File: src/rtl/sdu_uart_rx.sv
// sdu_uart_rx: 8N1 UART receiver (LSB first), 16x oversampled, one-entry valid/ready holding register.
// Define SDU_RX_PARITY_EN to insert an even-parity bit between the data and stop bits (11-bit frame).
`timescale 1ns/1ps
module sdu_uart_rx #(
    parameter int CLK_FREQ = 100_000_000,
    parameter int BAUD     = 115200
) (
    input  logic       clk,
    input  logic       rst,
    input  logic       rxd,
    output logic [7:0] dout,
    output logic       dout_vld,
    input  logic       dout_rdy,
    output logic       frm_err,
    output logic       ovf,
    output logic       busy
);

    localparam int OSR_RAW = CLK_FREQ / (BAUD * 16);
    localparam int OSR_DIV = (OSR_RAW < 1) ? 1 : OSR_RAW;
    localparam int DIV_W   = (OSR_DIV > 1) ? $clog2(OSR_DIV) : 1;
    localparam logic [DIV_W-1:0] DIV_LAST = DIV_W'(OSR_DIV - 1);

    typedef enum logic [2:0] {
        S_IDLE,
        S_START,
        S_DATA,
`ifdef SDU_RX_PARITY_EN
        S_PARITY,
`endif
        S_STOP,
        S_BREAK
    } state_t;

    state_t           state;
    logic             rxd_m;
    logic             rxd_s;
    logic [DIV_W-1:0] div_cnt;
    logic             tick;
    logic [3:0]       s_cnt;
    logic [2:0]       bit_idx;
    logic [7:0]       shreg;
`ifdef SDU_RX_PARITY_EN
    logic             par_bad;
`endif

    // NOTE: sequential state uses non-blocking assignments so every flop samples pre-edge values.
    // NOTE: synchroniser resets to the idle line level so reset release is never mistaken for a start bit.
    always_ff @(posedge clk or posedge rst) begin
        if (rst) begin
            rxd_m <= 1'b1;
            rxd_s <= 1'b1;
        end else begin
            rxd_m <= rxd;
            rxd_s <= rxd_m;
        end
    end

    // Oversample divider is parked at 0 while idle, so it restarts cleanly on start detection.
    assign tick = (state != S_IDLE) && (state != S_BREAK) && (div_cnt == DIV_LAST);

    always_ff @(posedge clk or posedge rst) begin
        if (rst) begin
            div_cnt <= '0;
        end else if (state == S_IDLE || state == S_BREAK || tick) begin
            div_cnt <= '0;
        end else begin
            div_cnt <= div_cnt + 1'b1;
        end
    end

    always_ff @(posedge clk or posedge rst) begin
        if (rst) begin
            state    <= S_IDLE;
            s_cnt    <= '0;
            bit_idx  <= '0;
            shreg    <= '0;
            dout     <= '0;
            dout_vld <= 1'b0;
            frm_err  <= 1'b0;
            ovf      <= 1'b0;
            busy     <= 1'b0;
`ifdef SDU_RX_PARITY_EN
            par_bad  <= 1'b0;
`endif
        end else begin
            frm_err <= 1'b0;
            ovf     <= 1'b0;

            // A handshake empties the holding register unless a delivery below refills it.
            if (dout_vld && dout_rdy) begin
                dout_vld <= 1'b0;
            end

            if (tick) begin
                s_cnt <= s_cnt + 4'd1;
            end

            case (state)
                S_IDLE: begin
                    if (!rxd_s) begin
                        state <= S_START;
                        s_cnt <= '0;
                        busy  <= 1'b1;
                    end
                end

                S_START: begin
                    if (tick && s_cnt == 4'd7) begin
                        s_cnt <= '0;
                        if (!rxd_s) begin
                            state   <= S_DATA;
                            bit_idx <= '0;
                        end else begin
                            state <= S_IDLE;
                            busy  <= 1'b0;
                        end
                    end
                end

                S_DATA: begin
                    if (tick && s_cnt == 4'd15) begin
                        shreg   <= {rxd_s, shreg[7:1]};
                        bit_idx <= bit_idx + 3'd1;
                        if (bit_idx == 3'd7) begin
`ifdef SDU_RX_PARITY_EN
                            state <= S_PARITY;
`else
                            state <= S_STOP;
`endif
                        end
                    end
                end

`ifdef SDU_RX_PARITY_EN
                S_PARITY: begin
                    if (tick && s_cnt == 4'd15) begin
                        par_bad <= (rxd_s != ^shreg);
                        state   <= S_STOP;
                    end
                end
`endif

                S_STOP: begin
                    if (tick && s_cnt == 4'd15) begin
                        if (rxd_s) begin
                            state <= S_IDLE;
                            busy  <= 1'b0;
`ifdef SDU_RX_PARITY_EN
                            if (par_bad) begin
                                frm_err <= 1'b1;
                            end else
`endif
                            if (!dout_vld || dout_rdy) begin
                                dout     <= shreg;
                                dout_vld <= 1'b1;
                            end else begin
                                ovf <= 1'b1;
                            end
                        end else begin
                            // Held-low line: flag once, then wait for idle instead of decoding 0x00s.
                            frm_err <= 1'b1;
                            state   <= S_BREAK;
                        end
                    end
                end

                S_BREAK: begin
                    if (rxd_s) begin
                        state <= S_IDLE;
                        busy  <= 1'b0;
                    end
                end

                default: begin
                    state <= S_IDLE;
                    busy  <= 1'b0;
                end
            endcase
        end
    end

endmodule

File: config.mk
export PLATFORM = sky130hd
export DESIGN_NAME = sdu_uart_rx
export DESIGN_NICKNAME = d
export VERILOG_FILES = /design/src/rtl/sdu_uart_rx.sv
export SDC_FILE = /design/constraint.sdc
export NUM_CORES = 1
export LEC_CHECK = 0
export CAP_MARGIN = 10
export CORE_ASPECT_RATIO = 0.75
export CORE_MARGIN = 8
export CORE_UTILIZATION = 50
export DETAILED_ROUTE_END_ITERATION = 16
export PLACE_DENSITY = 0.81
export SLEW_MARGIN = 40
export SYNTH_ARGS = -nofsm -noshare
export SYNTH_HDL_FRONTEND = slang
export SYNTH_SLANG_ARGS = --single-unit
File: constraint.sdc
create_clock -name clk -period 2.2 [get_ports clk]
set_clock_uncertainty 0.05 [all_clocks]
set_input_delay 0.44 -clock clk [delete_from_list [all_inputs] [get_ports clk]]
set_output_delay 0.44 -clock clk [all_outputs]
set_load 0.05 [all_outputs]
After elaboration in Yosys (flattened, before gate mapping)

Cells that the tools add are included.

Register bits after elaboration: 38
Logic and storage cells: 84
Output and inout port bits: 12

Multiplexer cells: 35
Bitwise gates (word level): 1
Reduce and logical (&&, ||, !) cells: 17
Equality and inequality tests: 16
Add/sub/neg operators: 3

Operators by type and width:

| operator            | count |
|---|---|
| $mux 3              | 10 |
| $mux 1              | 16 |
| $pmux 3 s5          | 1 |
| $ne 2x2->1 const B  | 7 |
| $mux 4              | 3 |
| $reduce_and 4->1    | 3 |
| $pmux 4 s2          | 1 |
| $add 6x1->6 const B | 1 |
| $eq 3x2->1 const B  | 2 |
| $eq 3x3->1 const B  | 2 |
| $eq 6x6->1 const B  | 1 |
| $mux 6              | 1 |
| $pmux 3 s2          | 1 |
| $reduce_and 6->1    | 1 |
| $logic_and 1x1->1   | 5 |
| $pmux 1 s5          | 1 |
| $add 4x1->4 const B | 1 |
| $eq 4x3->1 const B  | 1 |
| $eq 4x4->1 const B  | 1 |
| $add 3x1->3 const B | 1 |
| $eq 3x1->1 const B  | 1 |
| $logic_not 3->1     | 1 |
| $logic_or 1x1->1    | 3 |
| $ne 3x3->1 const B  | 1 |
| other kinds (6)     | 6 |

Logic depth before layout (Yosys ltp)

Depth after elaboration: 6
Gate-level depth with buffers: 7
Gate-level depth less buffers: 6

Least setup slack after synthesis

OpenSTA, ideal clock, no wires.

Kind: register to register
Start point: reg div_cnt[1]
End point: reg shreg[0]
Arrival time: 1758 ps
Path buffers: 1
Setup slack: 267 ps
Data required time: 2025 ps
Stages on the path, launching flop included: 8
Clock period less this slack: 1933 ps
Cells stage by stage: dfrtp_1 -> inv_1 -> ha_1 -> inv_1 -> or3_4 -> nor4_4 -> buf_6 -> mux2_2

Word-level cells in the longest chain between the ends: 4

RTL lines:

| item                       | line | text |
|---|---|---|
| start, declared            | 38   | `logic [DIV_W-1:0] div_cnt;` |
| start signal, assigned     | 68   | `div_cnt <= div_cnt + 1'b1;` |
| $eq 6x6->1                 | 60   | `assign tick = (state != S_IDLE) && (state != S_BREAK) && (div_cnt == DIV_LAST);` |
| $logic_and 1x1->1          | 60   |  |
| $logic_and 1x1->1          | 122  | `if (tick && s_cnt == 4'd15) begin` |
| $reduce_and 2->1 (no line) | -    |  |
| end signal, assigned       | 123  | `shreg <= {rxd_s, shreg[7:1]};` |
| end, declared              | 42   | `logic [7:0] shreg;` |

Every way passes these cells.
A chain may end at the register's enable or synchronous reset.

Final worst setup path

Start point: reg s_cnt[0]
End point: reg shreg[0]

Word-level cells in the longest chain between the ends: 3

RTL lines:

| item                       | line | text |
|---|---|---|
| start, declared            | 40   | `logic [3:0] s_cnt;` |
| start signal, assigned     | 96   | `s_cnt <= s_cnt + 4'd1;` |
| $eq 4x4->1                 | 122  |  |
| $logic_and 1x1->1          | 122  |  |
| $reduce_and 2->1 (no line) | -    |  |

Every way passes these cells.

==> impl_metrics.toml <==
[place]
place_congestion = 0.909
portBuffers = 15
dp_cells = 195
dpl.hpwl_um = 2200

[finish]
fin_cells = 203
area_delta_synth_final_pct = 18.6
drive_above_1_share_pct = 23.3
diodes = 0
fill_cells = 239
nets = 171

[sta]
worstMarginPinSlew_ns = 0.540
slew_headroom_pct = 63.7
hold_viol = 0
fin_tns_setup_ns = 0
finalSetupViolations = 0
max_freq_mhz = 486
whs_ns = 0.309
drv_slew = 0
finalCritPeriodShare_pct = 93.4
post-route-min-period_ns = 2.06
rsz0062_at_grt = "no"

[setup_path]
cp.required_ns = 2.32
arrival_ns = 2.18
cp_max_fo = 11
cp_num_buf_inv = 1
crit_family = "simple AND/OR/NAND/NOR gates"
path_cells = "ha_1, nand2_1, or3_4, nor4_4, buf_4, mux2_2"
max_stage_delay_ns = 0.41
worstSetupPathType = "register to register"
critPathLaunchType = "register"
cp-end-kind = "register"
slowest_stage = "or3_4"

[cts]
postCtsHoldBufs = 0
post_cts.repair.setup_buffers = 0
clk_pin_slew_ns = 0.07
h-tree-depth = 2
cts_tree = "yes"
cts_buffers = 5
clockBufferDepth = 2
worstSkewPairLatency_ns = 0.29
cts.root.buffer_cell = "clkbuf_8"
cts-resized-gates = 0
clkSinkCount = 38

[synth]
ys_top_cells_by_area = "dfrtp_1 (53%), mux2_2 (11%), ha_1 (3.7%)"
yosys_most_used_dff = "dfrtp_1"
synthesis.nets = 149
synth_compound_area_share_pct = 6.40
synth-warning-count = 0
synth-edff-count = 0
synthArstFlopShare_pct = 100
syn_avg_cell_area_um2 = 12.1
synthCells = 140
synth-seq-area-share_pct = 56.1
post-synth-top-area-fraction_pct = 53.0
synth_fa_ha_area_share_pct = 4.27
synth_cell_types = 32
yosysTopAreaCell = "dfrtp_1"
synth_area_mm2 = 0.00170
ys_ff_latch = 38
synth-simple-area-share_pct = 14.3
synthXorXnorAreaFrac_pct = 4.12
synthTopCellsByCount = "dfrtp_1 (36), mux2_2 (17), nor2_1 (16), inv_1 (8), nand2_1 (7)"
synth_mux_area_share_pct = 11.3
synth_most_common_cell = "dfrtp_1"
synth_top_family_by_area = "simple AND/OR/NAND/NOR gates"

[die]
initial_core_util_pct = 52.1
core_mm2 = 0.00327
std_cell_rows = 18
die_y_um = 66.5
fp.dieW_um = 83.3
num_io_pins = 16
dieArea_mm2 = 0.00554

[power]
power_switching_w = 0.000245
max-vdd-ir-drop_uv = 420
p_int_w = 0.00103
p_leak_nw = 0.912
finalPower_w = 0.00127
power.share.switching_pct = 19.3
pwr-share-comb_pct = 1.9
clkPwrFrac_pct = 42.7
seqPwrFrac_pct = 55.5
p_per_area_mw_per_mm2 = 630

[global_route]
grt_overflow_total = 0
grt_antenna_before_repair = 0
grt_pass1_vias = 1161
grt_max_degree = 39
grt_pass1_wl_um = 5350
grt_use_total_pct = 12.1

[drt]
drt_iter0_drc = 107
first_pass_iters = 4
wl_um = 3040
postRouteAntennaNets = 0
vias = 1104
routedWlPerCell_um = 15.0
viasPerCell = 5.44
drc = 0

[flow_run]
cap_violations = 0

[min_path]
worst_hold_path_type = "register to register"

[run_status]
status = "complete, no violations"
-- cells by family (layout without fill, tap and decap cells) --
kind of cell	after synthesis	after routing
mux	17	17
buf+inv	13	36
simple gates	42	42
fa+ha+maj	6	6
compound gates	16	16
flops	38	38
xor+xnor	8	8
-- per-stage QoR --
step,area (um^2),setup slack (ns),util [%]
2_1_floorplan,1700,0.267,-
3_3_place_gp,1910,0.189,58.4
3_5_place_dp,1910,0.153,58.4
4_1_cts,2020,0.142,61.8
5_1_grt,2020,0.0321,61.8
6_report,2020,0.144,61.8
-- flip-flops by register name, summed over array words and instances, names as in the netlist --
name / flops
shreg: 8
rxd_s: 1
busy: 1
state: 3
s_cnt: 4
dout: 8
ovf: 1
div_cnt: 6
rxd_m: 1
dout_vld: 1
frm_err: 1
bit_idx: 3
-- cell usage in the layout, fill, tap and decap left out, types with 2 or more instances in the layout --
cell type,n
clkbuf_8,8
a21oi_1,3
ha_1,5
mux2_2,17
o21ai_0,4
buf_4,5
nand3_1,6
nand2_1,7
dfstp_2,2
nor3_1,4
dfrtp_1,36
xnor2_1,6
clkdlybuf4s50_1,15
inv_1,8
nor2_1,16
xor2_1,2
a32o_1,2
a22o_1,2
-- final timing paths --
path	start	endpoint	slack, ns	depth (start not counted)
min reg2reg	rxd_m	rxd_s	0.31	0
max	s_cnt[0]	shreg[0]	0.14	6
min in group asynchronous	rst	s_cnt[0]	0.50	3
max in group asynchronous	rst	rxd_s	1.25	3
max reg2reg	s_cnt[0]	shreg[0]	0.14	6
min	rxd_m	rxd_s	0.31	0
-- power by group through the flow --
stage / clock network (W) / logic (W) / registers (W)
2_1_floorplan: 0 / 0.0000138 / 0.000716
3_3_place_gp: 0 / 0.0000236 / 0.000717
3_5_place_dp: 0 / 0.0000246 / 0.000717
4_1_cts: 0.000561 / 0.0000246 / 0.000704
5_1_grt: 0.000591 / 0.0000274 / 0.000704
6_report: 0.000542 / 0.0000236 / 0.000704
-- cell type report --
cell class | instances | area [um^2] | area share (%)
timing repair buffer | 20 | 188 | 9.31
sequential | 38 | 953 | 47.3
inverter | 8 | 30.0 | 1.49
clock buffer | 8 | 110 | 5.46
tap | 40 | 50.0 | 2.48
multi-input combinational | 89 | 686 | 34.0
-- layer usage --
| layer | up-vias | GRT usage (%) | wire (um) |
|---|---|---|---|
| met1 | 537 | 13.6 | 1410 |
| met4 | 0 | 7.64 | 85 |
| li1 | 529 | - | - |
| met3 | 6 | 4.51 | 131 |
| met5 | - | 0 | 0 |
| met2 | 32 | 19.5 | 1420 |
Note: power is estimated with default switching activity, not from simulation.
